## src/rtl/mem.sv

```systemverilog
// MEM pipeline stage: holds one instruction from EXE, drives the data RAM
// (synchronous, 1-cycle read latency) and forwards the result bus to WB.
module mem (
  input  logic         clk,
  input  logic         reset,
  input  logic         EXE_over,
  input  logic [154:0] EXE_MEM_bus,
  input  logic         WB_allowin,
  input  logic         cancel,
  input  logic [31:0]  dm_rdata,
  output logic         MEM_allowin,
  output logic         MEM_valid,
  output logic         MEM_over,
  output logic [118:0] MEM_WB_bus,
  output logic [31:0]  dm_addr,
  output logic [3:0]   dm_wen,
  output logic [31:0]  dm_wdata,
  output logic [4:0]   MEM_wdest,
  output logic [31:0]  MEM_pc
);

  typedef enum logic [1:0] {
    S_IDLE = 2'd0,
    S_WAIT = 2'd1,
    S_DONE = 2'd2
  } state_t;

  state_t         r_state;
  state_t         w_state_nx;
  logic [154:0]   r_bus;
  logic           r_valid;
  logic           r_issued;
  logic           r_rd_held;
  logic [31:0]    r_rdata;

  logic           w_inst_load, w_inst_store, w_ls_word, w_lb_sign;
  logic [31:0]    w_store_data, w_exe_result, w_lo_result, w_pc;
  logic           w_hi_write, w_lo_write, w_wen, w_data_related_en;
  logic [4:0]     w_wdest;
  logic           w_mfhi, w_mflo, w_mtc0, w_mfc0, w_syscall, w_eret;
  logic [7:0]     w_cp0r_addr;

  logic           w_cap;
  logic           w_cap_load;
  logic           w_over;
  logic           w_leave;
  logic [31:0]    w_ld_word;
  logic [7:0]     w_ld_byte;
  logic [31:0]    w_mem_result;
  logic [3:0]     w_wen_mask;

  assign {w_inst_load, w_inst_store, w_ls_word, w_lb_sign,
          w_store_data, w_exe_result, w_lo_result,
          w_hi_write, w_lo_write, w_wen, w_wdest, w_data_related_en,
          w_mfhi, w_mflo, w_mtc0, w_mfc0, w_cp0r_addr,
          w_syscall, w_eret, w_pc} = r_bus;

  assign w_cap       = EXE_over & MEM_allowin;
  assign w_cap_load  = w_cap & EXE_MEM_bus[154];
  assign w_over      = r_valid & (~w_inst_load | (r_state == S_DONE));
  assign w_leave     = w_over & WB_allowin;
  assign MEM_allowin = ~r_valid | w_leave;
  assign MEM_valid   = r_valid;
  assign MEM_over    = w_over;

  // pipeline data register, loaded whenever EXE hands over an instruction
  always_ff @(posedge clk) begin
    if (w_cap) begin
      r_bus <= EXE_MEM_bus;
    end
  end

  // stage occupancy; a flush from WB beats a simultaneous load
  always_ff @(posedge clk) begin
    if (reset || cancel) begin
      r_valid <= 1'b0;
    end else if (w_cap) begin
      r_valid <= 1'b1;
    end else if (w_leave) begin
      r_valid <= 1'b0;
    end
  end

  // load FSM next state
  always_comb begin
    w_state_nx = r_state;
    if (cancel) begin
      w_state_nx = S_IDLE;
    end else begin
      case (r_state)
        S_IDLE:  w_state_nx = w_cap_load ? S_WAIT : S_IDLE;
        S_WAIT:  w_state_nx = S_DONE;
        S_DONE: begin
          if (w_cap_load) begin
            w_state_nx = S_WAIT;
          end else if (w_leave) begin
            w_state_nx = S_IDLE;
          end else begin
            w_state_nx = S_DONE;
          end
        end
        default: w_state_nx = S_IDLE;
      endcase
    end
  end

  // load FSM state register
  always_ff @(posedge clk) begin
    if (reset) begin
      r_state <= S_IDLE;
    end else begin
      r_state <= w_state_nx;
    end
  end

  // RAM data is live in the first DONE cycle; hold a copy for WB stalls
  always_ff @(posedge clk) begin
    if (reset) begin
      r_rd_held <= 1'b0;
    end else begin
      r_rd_held <= (r_state == S_DONE) && (w_state_nx == S_DONE);
    end
    if ((r_state == S_DONE) && !r_rd_held) begin
      r_rdata <= dm_rdata;
    end
  end

  // one-shot store flag: a stalled store writes the RAM once
  always_ff @(posedge clk) begin
    if (reset) begin
      r_issued <= 1'b0;
    end else if (w_cap) begin
      r_issued <= 1'b0;
    end else if (dm_wen != 4'b0000) begin
      r_issued <= 1'b1;
    end
  end

  assign w_ld_word = r_rd_held ? r_rdata : dm_rdata;

  // load byte lane select
  always_comb begin
    w_ld_byte = 8'd0;
    case (w_exe_result[1:0])
      2'd0:    w_ld_byte = w_ld_word[7:0];
      2'd1:    w_ld_byte = w_ld_word[15:8];
      2'd2:    w_ld_byte = w_ld_word[23:16];
      2'd3:    w_ld_byte = w_ld_word[31:24];
      default: w_ld_byte = 8'd0;
    endcase
  end

  // result mux and store lane generation
  always_comb begin
    w_mem_result = w_exe_result;
    w_wen_mask   = 4'b0000;
    if (w_inst_load) begin
      if (w_ls_word) begin
        w_mem_result = w_ld_word;
      end else if (w_lb_sign) begin
        w_mem_result = {{24{w_ld_byte[7]}}, w_ld_byte};
      end else begin
        w_mem_result = {24'd0, w_ld_byte};
      end
    end else begin
      w_mem_result = w_exe_result;
    end
    if (w_ls_word) begin
      w_wen_mask = 4'b1111;
    end else begin
      w_wen_mask = 4'b0001 << w_exe_result[1:0];
    end
  end

  assign dm_addr  = w_exe_result;
  assign dm_wdata = w_ls_word ? w_store_data : {4{w_store_data[7:0]}};
  assign dm_wen   = (r_valid & w_inst_store & ~r_issued & ~cancel & ~reset)
                    ? w_wen_mask : 4'b0000;

  assign MEM_WB_bus = {w_wen, w_wdest, w_data_related_en, w_mem_result,
                       w_lo_result, w_hi_write, w_lo_write,
                       w_mfhi, w_mflo, w_mtc0, w_mfc0, w_cp0r_addr,
                       w_syscall, w_eret, w_pc};

  assign MEM_wdest = w_wdest & {5{r_valid}};
  assign MEM_pc    = w_pc;

endmodule
```

## config.mk

```make
export PLATFORM = sky130hd
export DESIGN_NAME = mem
export DESIGN_NICKNAME = d
export VERILOG_FILES = /design/src/rtl/mem.sv
export SDC_FILE = /design/constraint.sdc
export NUM_CORES = 1
export LEC_CHECK = 0
export ABC_AREA = 1
export BUFFER_PORTS_ARGS = -buffer_cell sky130_fd_sc_hd__buf_4
export CAP_MARGIN = 20
export CORE_AREA = 2 2 161 163
export DETAILED_ROUTE_END_ITERATION = 10
export DIE_AREA = 0 0 163 165
export PLACE_DENSITY = 0.61
export SETUP_SLACK_MARGIN = 0.02
export SKIP_CTS_REPAIR_TIMING = 1
export SYNTH_ARGS = -nofsm -noshare
export SYNTH_HDL_FRONTEND = slang
export SYNTH_SLANG_ARGS = --single-unit
```

## constraint.sdc

```tcl
create_clock -name clk -period 13.1 [get_ports clk]
set_input_delay 2.62 -clock clk [delete_from_list [all_inputs] [get_ports clk]]
set_output_delay 2.62 -clock clk [all_outputs]
set_load 0.05 [all_outputs]
```

## Word level (Yosys, flattened, before mapping)

Cells that the tools add are included.

- Equality and inequality tests: 6
- Shifts and indexed selects: 1
- Muxes and demuxes: 15
- Bitwise logic cells: 16
- Reductions and logical operators: 9

Operators with widths:

| cell | count |
|---|---|
| 2-to-1 mux 32 bit | 5 |
| case mux 8 bit (4 select lines) | 1 |
| bitwise AND 1 bit | 8 |
| == test 2 bit (second input constant) | 4 |
| 2-to-1 mux 4 bit | 2 |
| 2-to-1 mux 2 bit | 3 |
| case mux 2 bit (3 select lines) | 1 |
| bitwise AND 5 bit | 1 |
| inverter 1 bit | 5 |
| == test 2 x 1 -> 1 bit (second input constant) | 2 |
| logical NOT 2 bit | 2 |
| nonzero test 4 bit | 1 |
| left shift 1 x 2 -> 4 bit (first input constant) | 1 |
| 2-to-1 mux 1 bit | 3 |
| logical AND 1 bit | 2 |
| OR 1 bit | 2 |
| nonzero test 2 bit | 1 |
| OR reduction 2 bit | 1 |
| logical NOT 1 bit | 1 |
| logical OR 1 bit | 1 |

- Flip-flop bits (word level): 192
- Input port bits: 192
- Output and inout port bits: 227
- Logic and storage cells: 53

## Longest topological paths before layout

Gate-level depths: netlist (run 1).

- Word-level depth: 12
- Mapped depth: 10

## Worst setup path after synthesis (run 1)

Ideal clock, no wire load.

- Path kind: input-to-reg
- Start: in EXE_over
- End: reg r_bus[0], enable pin
- Setup time: 0.724 ns
- Arrival: 10.203 ns
- Required time: 12.376 ns
- Path slack: 2.173 ns
- Cell stages on the path: 2
- Buffers on the path: 0
- Path through: inv_1 a21oi_1

- Cells in the longest elaborated chain, start to end: 1

RTL lines:

| what | line | RTL |
|---|---|---|
| start: declaration | 6 | `input logic EXE_over,` |
| bitwise AND 1 bit | 58 | `assign w_cap = EXE_over & MEM_allowin;` |
| net w_cap | 43 | `logic w_cap;` |
| end signal: assignment | 69 | `r_bus <= EXE_MEM_bus;` |
| end: declaration | 30 | `logic [154:0] r_bus;` |

The timed path passes the listed nets, and every way through them passes these cells.
A chain may end at the register's enable or synchronous reset.

## Final worst setup path (run 1)

- Start: in dm_rdata[23]
- End: out MEM_WB_bus[106]

- Cells in the longest elaborated chain, start to end: 5

RTL lines:

| what | line | RTL |
|---|---|---|
| start: declaration | 10 | `input logic [31:0] dm_rdata,` |
| 2-to-1 mux 32 bit | 139 | `assign w_ld_word = r_rd_held ? r_rdata : dm_rdata;` |
| case mux 8 bit (4 select lines) | 144 | `case (w_exe_result[1:0])` |
| 2-to-1 mux 32 bit | 160 | `end else if (w_lb_sign) begin` |
| 2-to-1 mux 32 bit | 158 | `if (w_ls_word) begin` |
| 2-to-1 mux 32 bit | 157 | `if (w_inst_load) begin` |
| end: declaration | 14 | `output logic [118:0] MEM_WB_bus,` |

No other way between the ends.

==> metrics.cfg, run 1 <==
[routing]
drtIter0Drc = 376
drt-wirelength-per-cell_um = 18.9
routed_wirelength_um = 24700
drt-vias-per-instance = 4.44
ant_nets = 0
vias = 5784
first_pass_iters = 4
drc_errors = 0

[die]
dieArea_um2 = 26900
die_w_um = 163
start_util_pct = 33.9
die_y_um = 165
row_count = 58
io_pins = 419
core_um2 = 25000

[critical_path]
critPathLaunchType = input pin
cpPeakStageDelay_ps = 310
r2r-start = r_bus[154]$_DFFE_PP_
critPathMaxFanout = 24
startpoint = dm_rdata[23]
cpMostUsedCell = buf_4
crit_type = input pin to output port
endpoint_kind = output port
rr_worst_depth = 6
crit_required_ps = 10480
arrival_ps = 3880
r2r-end = r_bus[6]$_DFFE_PP_
r2r_slack_ps = 9550
cp_slowest_cell = nand3_4
worstSetupEndpoint = MEM_WB_bus[106]
crit_chain = buf_4 -> or2_1 -> nand3_1 -> nand3_2 -> nand3_4 -> a21oi_1 -> buf_4

[sta]
fin_crit_ps = 6500
grt_setup_unrepaired = no
skew_ps = 15.2
period_share_pct = 49.6
setup_viol = 0
final_hold_viol_count = 0
slew_viol_final = 0
max-slew-margin-rel_pct = 32.7
hold_slack_ps = 419
worstMarginPinSlew_ps = 1010
fin_setup_tns_ps = 0
max_freq_mhz = 154

[power]
p_per_area_nw_per_um2 = 140
p_leak_uw = 0.00498
ir_worst_vdd_mv = 0.0831

[global_route]
antenna_found_initial = 0
grt_overflow = 0
grt_start_max_net_pins = 76
grt_pass1_vias = 5787
gr-usage-all-layers_pct = 17.6
grt_pass1_wl_um = 34500

[clocking]
cts_tree = yes
path_clk_slew_ps = 80
cts-root-buf = clkbuf_16
htreeDepth = 4
cts_sinks = 192
clock_tree.buffer_depth = 2
clk_latency_ps = 430
cts_buffers = 17

[cells_and_area]
fin_nets = 1153
layout_commonest_cell = buf_4
n_antenna_cell = 0
syn_to_final_growth_pct = 33.9
drive_gt1_share_pct = 48.4
stdcell_count = 1304
final_area_um2 = 11400
final_cell_mix = 423 x buf_4, 187 x edfxtp_1, 173 x nand2_1, 47 x a21oi_1, 38 x nor2_1

[synth]
yosys.area_share.adder_pct = 0
synth-compound-area-share_pct = 5.26
synth_xor_area_share_pct = 0
synthCells = 701
yosysWarnings = 0
synth_top_family_by_area = buffers and inverters
ys_seq_area_share_pct = 67.3
ys_ff_latch = 192
avgSynthCellArea_um2 = 12.1
synth.mux.area_fraction_pct = 0
syn-cell-area_um2 = 8490
synth-simple-area-share_pct = 10.8
synthDistinctLibCells = 27
synth_fp_nets = 893

[flow_run]
max_cap_violations = 0

[placement]
place_inst = 1272
place.gp.congestion = 0.768
placed_area_um2 = 10800
place_hpwl_um = 18700
numPortBuffers = 418

[hold_path]
hp-class = flop to flop

[run_status]
status = finished, final reports clean

-- metal layers --
layer  share of wire, %  GRT usage, %  routed length [µm]
met1                 35          18.7                8550
met2                 54          32.6               13300
met3                9.5          6.55                2330
met4                1.9          5.11                 459
met5                  0             0                   0
-- how the worst min path moves through the flow --
stage | cells past startpoint | endpoint | from | slack, ps
3_3_place_gp | 1 | r_state[0]$_SDFF_PP0_ | r_state[0]$_SDFF_PP0_ | 410
3_5_place_dp | 1 | r_state[0]$_SDFF_PP0_ | r_state[0]$_SDFF_PP0_ | 410
4_1_cts | 1 | r_state[0]$_SDFF_PP0_ | r_state[0]$_SDFF_PP0_ | 420
6_report | 1 | r_state[0]$_SDFF_PP0_ | r_state[0]$_SDFF_PP0_ | 420
2_1_floorplan | 1 | r_state[0]$_SDFF_PP0_ | r_state[0]$_SDFF_PP0_ | 400
5_1_grt | 1 | r_state[0]$_SDFF_PP0_ | r_state[0]$_SDFF_PP0_ | 430
-- synth_stat cells (all sizes together) --
master | count | area (µm²)
o21ai | 3 | 15.0
edfxtp | 187 | 5620
dfxtp | 5 | 100
inv | 18 | 70.1
or2 | 2 | 12.5
a31oi | 6 | 37.5
nand2 | 173 | 649
nand3 | 14 | 87.6
a22o | 5 | 43.8
clkbuf | 12 | 45.0
nand4 | 3 | 18.8
a211oi | 1 | 7.51
a21boi | 1 | 7.51
a21oi | 58 | 328
o31ai | 1 | 7.51
nor3 | 1 | 5.00
clkinv | 1 | 3.75
buf | 171 | 1290
nor2 | 39 | 146
-- worst max-delay path: cells and delay by family --
kind / cells / cell delay (ps)
and+or+nand+nor: 4 / 660
buffers and inverters: 2 / 300
AOI/OAI and AO/OA: 1 / 280
-- where the power goes --
group / internal [µW] / switching, µW / leakage (µW)
clock: 255 / 261 / 0.000280
combinational: 109 / 242 / 0.00287
sequential: 711 / 13.9 / 0.00183
-- sequential cells by signal, summed over array words and instances, names as in the netlist --
name and flops:
MEM_valid 1, r_rdata 32, r_rd_held 1, r_state 2, r_issued 1, r_bus 155
-- cells by family (layout without fill, tap and decap cells) --
family                 after synthesis  in the layout
AO/OA/AOI/OAI                       75             75
buffers and inverters              202            475
flip-flops                         192            192
AND/OR/NAND/NOR                    232            232
-- layout make-up --
type,count,area (µm²)
clock inverters,14,148
clock buffers,18,429
inverters,19,73.8
flip-flops and latches,192,5720
multi-input cells,307,1390
well taps,330,413
fillers,2352,13700
repair buffers,424,3200
-- through the flow --
stage               util [%]  worst slack [ps]  power (µW)
floorplan                  -              2170         995
global placement        43.0              6640        1090
detailed placement      43.1              6590        1090
CTS                     45.4              6580        1610
global route            45.4              6470        1650
finish                  45.4              6600        1590
Power figures use the tool's default switching activity.
==> run 2: changes to the inputs <==
- ABC_AREA: 1 -> 0
- CORE_AREA: 2 2 161 163 -> 2 2 163 165
- DIE_AREA: 0 0 163 165 -> 0 0 165 167
- PLACE_DENSITY: 0.61 -> 0.62
- clock period: 13.1 -> 5.61 ns (I/O delays scaled with it)
==> metrics.cfg, run 2 <==
[run_status]
status = finished, final reports clean

[clocking]
htreeDepth = 4  ; unchanged
clk_latency_ps = 430  ; about the same
path_clk_slew_ps = 70  ; about the same
cts_buffers = 17  ; unchanged
cts_tree = yes
cts-root-buf = clkbuf_16
clock_tree.buffer_depth = 2  ; unchanged
cts_sinks = 192  ; unchanged

[placement]
numPortBuffers = 418  ; unchanged
place_hpwl_um = 18200  ; -2.8%
place.gp.congestion = 0.798  ; +3.9%

[critical_path]
r2r-end = r_bus[6]$_DFFE_PP_
crit_type = flop to output port
crit_required_ps = 4490  ; -5990 ps
critPathLaunchType = flop
endpoint_kind = output port
r2r-start = r_bus[154]$_DFFE_PP_
rr_worst_depth = 5  ; -1
critPathMaxFanout = 29  ; +21%
arrival_ps = 2950  ; -930 ps
r2r_slack_ps = 2940  ; -6610 ps
startpoint = r_bus[152]$_DFFE_PP_

[synth]
synthCells = 599  ; -15%
ys_ff_latch = 192  ; unchanged
yosysWarnings = 0  ; unchanged
synth_largest_area_cell = edfxtp_1
synthFlopType = edfxtp_1
synthDistinctLibCells = 32  ; +19%
synthArstFlopShare_pct = 0  ; unchanged
synth_fp_nets = 791  ; -11%
synth_top_area_share_pct = 66.7  ; +0.59 points
syn-cell-area_um2 = 8420  ; -0.88%
ys_seq_area_share_pct = 67.9  ; +0.60 points
avgSynthCellArea_um2 = 14.1  ; +16%
synth.area.top_cells = edfxtp_1 67%, buf_4 14%, mux2i_1 3.4%, nand2_1 2.8%, o221ai_1 2.3%
ys_top_cells_by_count = 187 x edfxtp_1, 160 x buf_4, 62 x nand2_1
synth_edf_count = 187  ; unchanged
synth_most_common_cell = edfxtp_1

[power]
switchingPower_uw = 1210  ; +130%
switching_share_pct = 32.5  ; about the same
p_leak_uw = 0.00480  ; -3.5%
p_int_uw = 2520  ; +130%
combPwrFrac_pct = 21.2  ; -0.8 points
p_clk_share_pct = 33.4  ; +1.0 points
p_per_area_nw_per_um2 = 329  ; +140%
seqPwrFrac_pct = 45.4  ; about the same
ir_worst_vdd_mv = 0.206  ; +150%

[global_route]
gr-usage-all-layers_pct = 16.3  ; -1.3 points
grt_start_max_net_pins = 112  ; +47%
grt_pass1_vias = 5476  ; -5.4%
grt_overflow = 0  ; unchanged
grt_pass1_wl_um = 32800  ; -5.0%
antenna_found_initial = 0  ; unchanged

[die]
row_count = 59  ; +1.7%
die_y_um = 167  ; +1.2%
start_util_pct = 32.7  ; -1.2 points
core_um2 = 25800  ; +2.9%
die_w_um = 165  ; +1.2%
io_pins = 419  ; unchanged
dieArea_um2 = 27600  ; +2.5%

[sta]
fin_setup_tns_ps = 0  ; unchanged
grt_setup_unrepaired = no
hold_slack_ps = 475  ; +55.8 ps
period_share_pct = 72.6
final_hold_viol_count = 0  ; unchanged
skew_ps = 14.9  ; -0.319 ps
worstMarginPinSlew_ps = 1040  ; +32.0 ps
max_freq_mhz = 245
setup_viol = 0  ; unchanged
slew_viol_final = 0  ; unchanged
fin_crit_ps = 4070
max-slew-margin-rel_pct = 30.4  ; -2.3 points

[hold_path]
hold_end = r_issued$_SDFFE_PP0P_
hp-class = flop to flop
min_path_cells = 2  ; +1
min_from = r_issued$_SDFFE_PP0P_

[routing]
drtIter0Drc = 283  ; -25%
routed_wirelength_um = 23400  ; -5.1%
first_pass_iters = 7  ; +3
vias = 5343  ; -7.6%
drc_errors = 0  ; unchanged
drt-wirelength-per-cell_um = 19.4  ; +2.4%
ant_nets = 0  ; unchanged
drt-vias-per-instance = 4.42  ; -0.37%

[cells_and_area]
largest_reg_flops = 155  ; unchanged
top_regs = r_bus: 155 flops, r_rdata: 32 flops, r_state: 2 flops
fin_nets = 1053  ; -8.7%
drive_gt1_share_pct = 53.2  ; +4.8 points
layout_commonest_cell = buf_4
final_cell_mix = 423 x buf_4, 187 x edfxtp_1, 62 x nand2_1, 29 x mux2i_1, 27 x inv_1
n_antenna_cell = 0  ; unchanged
largest-register = r_bus
syn_to_final_growth_pct = 34.7

[flow_run]
max_cap_violations = 0  ; unchanged

==> run 2: worst max path at each step <==
stage	end	slack, ps
2_1_floorplan	r_bus[0]$_DFFE_PP_	30
3_3_place_gp	MEM_WB_bus[100]	1750
3_5_place_dp	MEM_WB_bus[107]	1660
4_1_cts	MEM_WB_bus[107]	1410
5_1_grt	MEM_WB_bus[97]	1310
6_report	MEM_WB_bus[97]	1540
==> run 2: cells by family (layout without fill, tap and decap cells) <==
| family | Yosys count | after routing | synth area share [%] |
|---|---|---|---|
| buffers and inverters | 208 | 483 | 16.9 |
| muxes | 30 | 30 | 3.63 |
| DFF | 192 | 192 | 67.9 |
| AOI/OAI and AO/OA | 65 | 65 | 6.05 |
| and+or+nand+nor | 104 | 104 | 5.47 |
==> run 2: metal layers <==
metal	wire, µm	share of wire (%)	up-vias	GRT usage, %
li1	-	-	2509	-
met2	12100	52	280	28.9
met5	0	0	-	0
met4	505	2.2	0	5.37
met1	8330	36	2525	17.9
met3	2440	10	29	6.13
==> run 2: through the flow <==
stage / total power (µW) / util (%) / std cells / setup slack, ps / instance area, µm²
after floorplan: 2290 / - / 599 / 25.1 / 8420
after global placement: 2520 / 41.6 / 1177 / 1750 / 10700
after CTS: 3780 / 44.0 / 1209 / 1410 / 11300
after detailed placement: 2530 / 41.6 / 1177 / 1660 / 10700
final: 3730 / 44.0 / 1209 / 1540 / 11300
after global routing: 3860 / 44.0 / 1209 / 1310 / 11300
==> run 2: area by class of cell <==
class	instances	area, µm²
inverters	27	101
repair buffers	424	3200
clock inverters	15	190
clock buffers	17	425
fillers	2412	14400
well taps	335	419
flip-flops and latches	192	5720
multi-input cells	199	1280
==> run 2: power groups by stage <==
stage	combinational [µW]	clock (µW)	sequential, µW
after floorplan	572	0	1720
after global placement	792	0	1730
after detailed placement	799	0	1730
after CTS	799	1280	1700
after global routing	823	1330	1700
final	791	1250	1690
==> run 2: worst max-delay path, stage by stage (launching register included) <==
cell	delay, ps
edfxtp_1	920
nand2_1	870
o221ai_1	460
buf_4	260
==> run 3: changes to the inputs <==
- CORE_AREA: 2 2 163 165 -> 2 2 165 167
- DIE_AREA: 0 0 165 167 -> 0 0 167 169
- PLACE_DENSITY: 0.62 -> 0.58
- clock period: 5.61 -> 4 ns (I/O delays scaled with it)
==> metrics.cfg, run 3 (synthesis gave the netlist of run 2 again) <==
[cells_and_area]
top_regs = r_bus: 155 flops, r_rdata: 32 flops, r_state: 2 flops
final_area_um2 = 11400  ; +0.70%
final_cell_mix = 429 x buf_4, 187 x edfxtp_1, 62 x nand2_1, 29 x mux2i_1, 27 x inv_1
multi_input_area_um2 = 1280  ; unchanged
largest-register = r_bus
final-seq-area_um2 = 5720  ; unchanged
layout_commonest_cell = buf_4
largest_reg_flops = 155  ; unchanged
nFillCells = 2453  ; +1.7%
drive_gt1_share_pct = 53.5  ; +0.32 points
syn_to_final_growth_pct = 35.6
fin_nets = 1059  ; +0.57%

[global_route]
gr-usage-all-layers_pct = 16.6  ; +0.25 points
grt_pass1_vias = 5653  ; +3.2%
use_met3_pct = 6.22  ; +0.092 points
top_usage_layer = met2
grt_start_max_net_pins = 54  ; -52%
gr-usage-met2_pct = 29.1  ; +0.22 points
met1_usage_pct = 18.5  ; +0.65 points
grt_overflow = 0  ; unchanged
grt_pass1_wl_um = 34600  ; +5.8%
antenna_found_initial = 2  ; +2

[routing]
drt-vias-per-instance = 4.45  ; +0.60%
drc_errors = 0  ; unchanged
routed_wirelength_um = 24200  ; +3.6%
vias = 5433  ; +1.7%
first_pass_iters = 4  ; -3
drt-wirelength-per-cell_um = 19.8  ; +2.5%
drtIter0Drc = 250  ; -12%
ant_nets = 0  ; unchanged

[placement]
placed_area_um2 = 10800  ; +0.49%
place_hpwl_um = 19000  ; +4.4%
numPortBuffers = 418  ; unchanged
place.gp.congestion = 0.789  ; -1.1%

[power]
p_int_uw = 3560  ; +41%
switching_share_pct = 32.9  ; +0.45 points
p_clk_share_pct = 34.2  ; +0.8 points
p_per_area_nw_per_um2 = 465  ; +41%
seqPwrFrac_pct = 44.8  ; -0.6 points
p_leak_uw = 0.00484  ; +0.79%
switchingPower_uw = 1750  ; +44%
combPwrFrac_pct = 21.0  ; -0.2 points
ir_worst_vdd_mv = 0.216  ; +5.1%

[sta]
max_freq_mhz = 291
period_share_pct = 86.0
skew_ps = 13.1  ; -1.79 ps
grt_setup_unrepaired = no
setup_viol = 0  ; unchanged
worstMarginPinSlew_ps = 965  ; -76.2 ps
final_hold_viol_count = 0  ; unchanged
max-slew-margin-rel_pct = 35.5  ; +5.1 points
fin_setup_tns_ps = 0  ; unchanged
fin_crit_ps = 3440
slew_viol_final = 0  ; unchanged

[flow_run]
max_cap_violations = 0  ; unchanged

[die]
start_util_pct = 31.8  ; -0.91 points
die_y_um = 169  ; +1.2%
row_count = 60  ; +1.7%
io_pins = 419  ; unchanged
dieArea_um2 = 28200  ; +2.4%
die_w_um = 167  ; +1.2%
core_um2 = 26500  ; +2.9%

[clocking]
cts_buffers = 17  ; unchanged
clk_latency_ps = 430  ; about the same
cts-root-buf = clkbuf_16
cts_sinks = 192  ; unchanged
path_clk_slew_ps = 80  ; about the same
clock_tree.buffer_depth = 2  ; unchanged
cts_tree = yes
htreeDepth = 4  ; unchanged

[critical_path]
cpPeakStageDelay_ps = 620  ; -300 ps
path_buf_inv = 2  ; +1
cp_slowest_cell = dfxtp_2
crit_required_ps = 3200  ; -1290 ps
critPathMaxFanout = 26  ; -10%
r2r_slack_ps = 1630  ; -1310 ps
endpoint_kind = output port
crit_family = buffers and inverters
crit_chain = buf_4 -> mux2i_1 -> mux2i_1 -> a211oi_1 -> a211oi_1 -> buf_4
arrival_ps = 2640  ; -310 ps
crit_type = flop to output port
critPathLaunchType = flop

[hold_path]
hp-class = flop to flop

[run_status]
status = finished, final reports clean

-- run 3: final cells by class --
class	count	area share [%]
sequential	192	50.1
timing repair buffer	430	28.4
multi-input combinational	199	11.3
tap	341	3.74
clock buffer	17	3.73
clock inverter	15	1.87
inverter	27	0.888
antenna	1	0.0219
-- run 3: worst paths after layout --
kind	startpoint	end	cells past startpoint
worst max-delay path	r_rd_held$_SDFF_PP0_	MEM_WB_bus[83]	6
worst min register to register	r_issued$_SDFFE_PP0P_	r_issued$_SDFFE_PP0P_	2
worst max register to register	r_state[0]$_SDFF_PP0_	r_bus[71]$_DFFE_PP_	5
worst min-delay path	r_issued$_SDFFE_PP0P_	r_issued$_SDFFE_PP0P_	2
-- run 3: worst reg2reg max path, delay by kind of cell, from the launching register on --
family,cells,cell delay [ps]
buffers and inverters,1,480
AND/OR/NAND/NOR,3,1060
flip-flops,1,320
AO/OA/AOI/OAI,1,180
-- run 3: per-stage QoR --
step | power [µW] | std cells | worst slack [ps] | hold WS [ps] | util (%)
final | 5310 | 1222 | 558 | 496 | 43.1
after global routing | 5490 | 1222 | 417 | 502 | 43.1
after CTS | 5370 | 1221 | 496 | 494 | 43.1
after detailed placement | 3550 | 1189 | 927 | 480 | 40.6
after global placement | 3540 | 1189 | 956 | 462 | 40.6
after floorplan | 3210 | 599 | 451 | 443 | -
-- run 3: power groups by stage --
stage | Clock, µW | Combinational (µW) | Sequential, µW
final | 1810 | 1120 | 2380
after global routing | 1940 | 1160 | 2390
after CTS | 1860 | 1130 | 2380
after detailed placement | 0 | 1130 | 2420
after global placement | 0 | 1120 | 2420
after floorplan | 0 | 803 | 2410
-- run 3: routing by layer --
metal	wire, µm	vias up
li1	-	2525
met1	9080	2601
met2	12500	277
met3	2190	28
met4	452	2
met5	10	-
